--- src/rtl/fetch_ctrl_pkg.sv ---
// Shared definitions for the fetch-stage sequencer.
//   state_t     : sequencer states (BOOT, FETCH, REDIRECT, FLUSH)
//   PCSEL_*     : next-PC mux select codes
//   NOP_WORD    : instruction word loaded into IF/ID on a flush
package fetch_ctrl_pkg;

   typedef enum logic [1:0] {
      BOOT     = 2'd0,
      FETCH    = 2'd1,
      REDIRECT = 2'd2,
      FLUSH    = 2'd3
   } state_t;

   localparam logic [1:0]  PCSEL_INC = 2'b00;  // sequential PC + 4
   localparam logic [1:0]  PCSEL_TGT = 2'b01;  // registered redirect target
   localparam logic [1:0]  PCSEL_RST = 2'b10;  // reset vector

   localparam logic [31:0] NOP_WORD  = 32'h0000_0000;

endpackage

--- src/rtl/fetch_ctrl.sv ---
// Fetch-stage sequencer: boots the PC from the reset vector, freezes fetch on
// load-use stalls and redirects the PC on EX/MEM branch resolution, flushing
// IF/ID for PIPE_BUBBLES cycles (REDIRECT cycle included) after each redirect.
// Ports:
//   clk, rst        : clock, synchronous active-high reset
//   stall_req       : hazard unit freeze request
//   PC_Src          : EX/MEM redirect request, target on EX_MEM_NPC
//   pc_we, pc_sel   : PC load enable and next-PC mux select
//   pc_target       : registered redirect target (mux input 01)
//   reset_pc        : constant reset vector (mux input 10)
//   if_id_we        : IF/ID load enable
//   if_id_flush     : IF/ID loads NOP instead of the fetched word
//   redirect_count  : accepted redirects, wrapping
module fetch_ctrl
   import fetch_ctrl_pkg::*;
#(
   parameter logic [31:0] RESET_PC     = 32'h0000_0000,
   parameter int          PIPE_BUBBLES = 2,
   parameter int          CNT_W        = 16
) (
   input  logic             clk,
   input  logic             rst,
   input  logic             stall_req,
   input  logic             PC_Src,
   input  logic [31:0]      EX_MEM_NPC,
   output logic             pc_we,
   output logic [1:0]       pc_sel,
   output logic [31:0]      pc_target,
   output logic [31:0]      reset_pc,
   output logic             if_id_we,
   output logic             if_id_flush,
   output logic [CNT_W-1:0] redirect_count
);

   state_t     state, state_nxt;
   logic [2:0] bub_cnt;
   logic       accept;

   assign reset_pc = RESET_PC;

   always_ff @(posedge clk) begin
      if (rst) begin
         state          <= BOOT;
         pc_target      <= '0;
         bub_cnt        <= '0;
         redirect_count <= '0;
      end else begin
         state <= state_nxt;
         if (accept) begin
            pc_target      <= EX_MEM_NPC;
            redirect_count <= redirect_count + 1'b1;
         end
         // Reload happens in REDIRECT so a re-accept from FLUSH restarts the window.
         if (state == REDIRECT)
            bub_cnt <= 3'(PIPE_BUBBLES - 1);
         else if (state == FLUSH)
            bub_cnt <= bub_cnt - 3'd1;
      end
   end

   always_comb begin
      state_nxt   = BOOT;
      accept      = 1'b0;
      pc_we       = 1'b0;
      if_id_we    = 1'b0;
      if_id_flush = 1'b1;
      pc_sel      = PCSEL_INC;
      case (state)
         BOOT: begin
            pc_sel      = PCSEL_RST;
            pc_we       = 1'b1;
            if_id_we    = 1'b1;
            if_id_flush = 1'b1;
            state_nxt   = FETCH;
         end
         FETCH: begin
            pc_we       = ~stall_req;
            if_id_we    = ~stall_req;
            if_id_flush = 1'b0;
            accept      = PC_Src;
            state_nxt   = PC_Src ? REDIRECT : FETCH;
         end
         REDIRECT: begin
            pc_sel      = PCSEL_TGT;
            pc_we       = 1'b1;
            if_id_we    = 1'b1;
            if_id_flush = 1'b1;
            state_nxt   = (PIPE_BUBBLES > 1) ? FLUSH : FETCH;
         end
         FLUSH: begin
            // Flush wins over stall: the slot is discarded anyway.
            pc_we       = 1'b1;
            if_id_we    = 1'b1;
            if_id_flush = 1'b1;
            accept      = PC_Src;
            if (PC_Src)
               state_nxt = REDIRECT;
            else if (bub_cnt == 3'd1)
               state_nxt = FETCH;
            else
               state_nxt = FLUSH;
         end
         default: state_nxt = BOOT;
      endcase
      if (rst) begin
         accept      = 1'b0;
         pc_we       = 1'b0;
         if_id_we    = 1'b0;
         if_id_flush = 1'b1;
         pc_sel      = PCSEL_INC;
      end
   end

endmodule
--- config.mk ---
export PLATFORM = sky130hd
export DESIGN_NAME = fetch_ctrl
export DESIGN_NICKNAME = d
export VERILOG_FILES = /design/src/rtl/fetch_ctrl_pkg.sv /design/src/rtl/fetch_ctrl.sv
export SDC_FILE = /design/constraint.sdc
export NUM_CORES = 1
export LEC_CHECK = 0
export BUFFER_PORTS_ARGS = -buffer_cell sky130_fd_sc_hd__buf_2
export CAP_MARGIN = 10
export CORE_ASPECT_RATIO = 0.9
export CORE_MARGIN = 3
export CORE_UTILIZATION = 48
export CTS_BUF_LIST = sky130_fd_sc_hd__clkbuf_16
export CTS_CLUSTER_DIAMETER = 80
export DETAILED_ROUTE_END_ITERATION = 10
export PLACE_DENSITY = 0.85
export SLEW_MARGIN = 5
export SYNTH_ARGS = -nofsm -noshare
export SYNTH_HDL_FRONTEND = slang
export SYNTH_SLANG_ARGS = --single-unit
--- constraint.sdc ---
create_clock -name clk -period 2.15 [get_ports clk]
set_input_delay 0.215 -clock clk [delete_from_list [all_inputs] [get_ports clk]]
set_output_delay 0.215 -clock clk [all_outputs]
set_load 0.05 [all_outputs]
==> metrics <==
Synth Cell Area=0.00230 mm²; fin. max-slew vios=0; area share of the largest cell type after synthesis=0.461; Clock Skew=3.91 ps; Final WS setup=471 ps; row cnt=23; GRT Util Overall=0.172; endpoint class of the critical path=flip-flop; CTS Buf Count=5; PnR Total Power=2.32 mW; Via Count=2001; clk slew on worst S/H paths=70 ps; Peak supply drop=0.566 mV; number of DRC markers in iteration 0=60; unique cell type count in the Yosys netlist=31; CTS tree=built; DP Wirelength=3620 µm; Syn. warnings=0; Top FF cell, synth=dfxtp_1; Static Leak=1.30 nW; Ant. Diodes=0; status=complete, no violations; Power per Cell Area=821 mW/mm²; Die Y=71.7 µm; final period utilization=0.781; GPL Wtd Cong=0.762; Critical R2R Launch=redirect_count[5]; die area=0.00566 mm²; H-tree Lvls=2; r2r endpoint=redirect_count[14]; gr busiest metal=met2; slack of the worst reg-to-reg path=470 ps; setup bufs post-CTS=0; global-route wire length before repair=8020 µm; Layout area overhead=22.7%; Seq/Total Area, Yosys=0.461; fill cell count=442; Post-synth EDFFs=0; routed length per instance=11.6 µm; antenna violations before repair=0; routed wire length=5000 µm; r2r worst-path depth=4; ranking of synthesized cells by area=dfxtp_1 (46%), nand2_1 (12%), buf_4 (11%), a21oi_1 (8.1%), nor2_1 (3.1%); cell total after placement=425; min-delay src=EX_MEM_NPC[24]; count leader, synth=nand2_1; Initial Utilization=0.506; Async SR Flop Fraction=0; Final Util=0.621; mean area per synthesized cell=8.01 µm²; Top Ports=121; vias in the first global route=1856; endpoints failing setup=0; layout cells sized above 1=0.278; final net count=409; met3 global-route usage=0.0389; Finished Layout Cells=432; critical path class=flip-flop to flip-flop; Die Wd=79.0 µm; GR Layer Usage met1=0.205; Critical Path AT=1890 ps; largest net degree at the start of global routing=40; Setup Slack @ Placement=505 ps; fmax=596 MHz; Post-Synthesis Cells=287; clk_lat worst skew=280 ps; root buf cell=clkbuf_16; fin crit period=1680 ps; HP Class=primary input to flip-flop; CP required=2360 ps; crit start category=flip-flop; DRT antenna net count=0; Final Hold Viols=0; CP Max Fanout=6; drt drc=0; RSZ-0062 raised after global routing=no; Max Buffers Root-to-Sink=2; Yosys reg bits=53; Pre-antenna DRT Iters=6; Sink Count=53; Hold Crit Depth=3; # resized after CTS=0; Setup TNS Final=0 ps; Setup crit start=redirect_count[5]; Hold Path Sink=pc_target[24]; top cells by count, synth=nand2_1 (72), dfxtp_1 (53), a21oi_1 (37); Port Buffers=88; MaxCap Viol Count=0; global route total overflow=0; Via density=4.63; CTS Hold Bufs=0; Core ar.=0.00455 mm²; Synth area leader=dfxtp_1; GR Layer Usage met2=0.316
-- critical path, stage by stage (launching register included) --
cell     delay, ps
dfxtp_1        460
nand4_2        210
or2_1          310
or4_1          470
a21oi_1        160
-- metrics by stage --
step / cell area (µm²) / hold WS [ps]
3_3_place_gp: 2660 / 438
2_1_floorplan: 2420 / 351
5_1_grt: 2820 / 165
3_5_place_dp: 2660 / 444
4_1_cts: 2820 / 162
6_report: 2820 / 168
-- worst max-delay path by stage --
stage / to / slack, ps / cells past startpoint
after floorplan: pc_we / 220 / 3
after global placement: redirect_count[14] / 600 / 4
after detailed placement: redirect_count[14] / 500 / 4
after CTS: if_id_flush / 460 / 3
after global routing: redirect_count[14] / 370 / 4
final: redirect_count[14] / 470 / 4
-- cells by family after synthesis --
kind of cell	share of synthesized area
AO/OA/AOI/OAI	0.0968
XOR/XNOR	0.0419
adder cells (fa/ha/maj)	0.0163
buffers and inverters	0.140
flip-flops	0.461
multiplexers	0.00979
other	0.00163
AND/OR/NAND/NOR	0.232
-- registers in the layout (all words and copies together), names as in the netlist --
signal / flops
bub_cnt: 3
pc_target: 32
redirect_count: 16
state: 2
-- power breakdown --
group | switching [mW] | total (mW) | internal [mW]
Combinational | 0.333 | 0.413 | 0.0792
Sequential | 0.0234 | 1.04 | 1.02
Clock | 0.323 | 0.863 | 0.540
Total | 0.679 | 2.32 | 1.64
-- layer usage --
| layer | share of wire | up-vias |
|---|---|---|
| li1 | - | 1036 |
| met1 | 0.43 | 887 |
| met4 | 0.0018 | 0 |
| met3 | 0.083 | 2 |
| met2 | 0.49 | 76 |
| met5 | 0 | - |
-- final cells by class --
class                           count  area [µm²]  share of cell area
Clock buffer                        5         125              0.0443
Clock inverter                      2        35.0              0.0124
Inverter                            5        18.8             0.00665
Multi-Input combinational cell    213        1030               0.366
Sequential cell                    53        1060               0.376
Tap cell                           62        77.6              0.0275
Timing Repair Buffer               92         470               0.167
-- layout by cell type (no fill, tap or decap), types with 2 or more instances in the layout --
master	count
ha_1	3
nor4_1	2
dfxtp_1	53
nand2_1	72
o21ai_0	3
nor3_1	6
nand4_1	4
buf_4	4
nor2_1	19
or3_1	2
xnor2_1	7
inv_1	5
nand3_1	7
mux2_2	2
nor2b_1	3
xor2_1	4
conb_1	32
a21oi_1	37
clkbuf_16	5
buf_2	88
No activity file was read; power rests on OpenSTA's default activity.
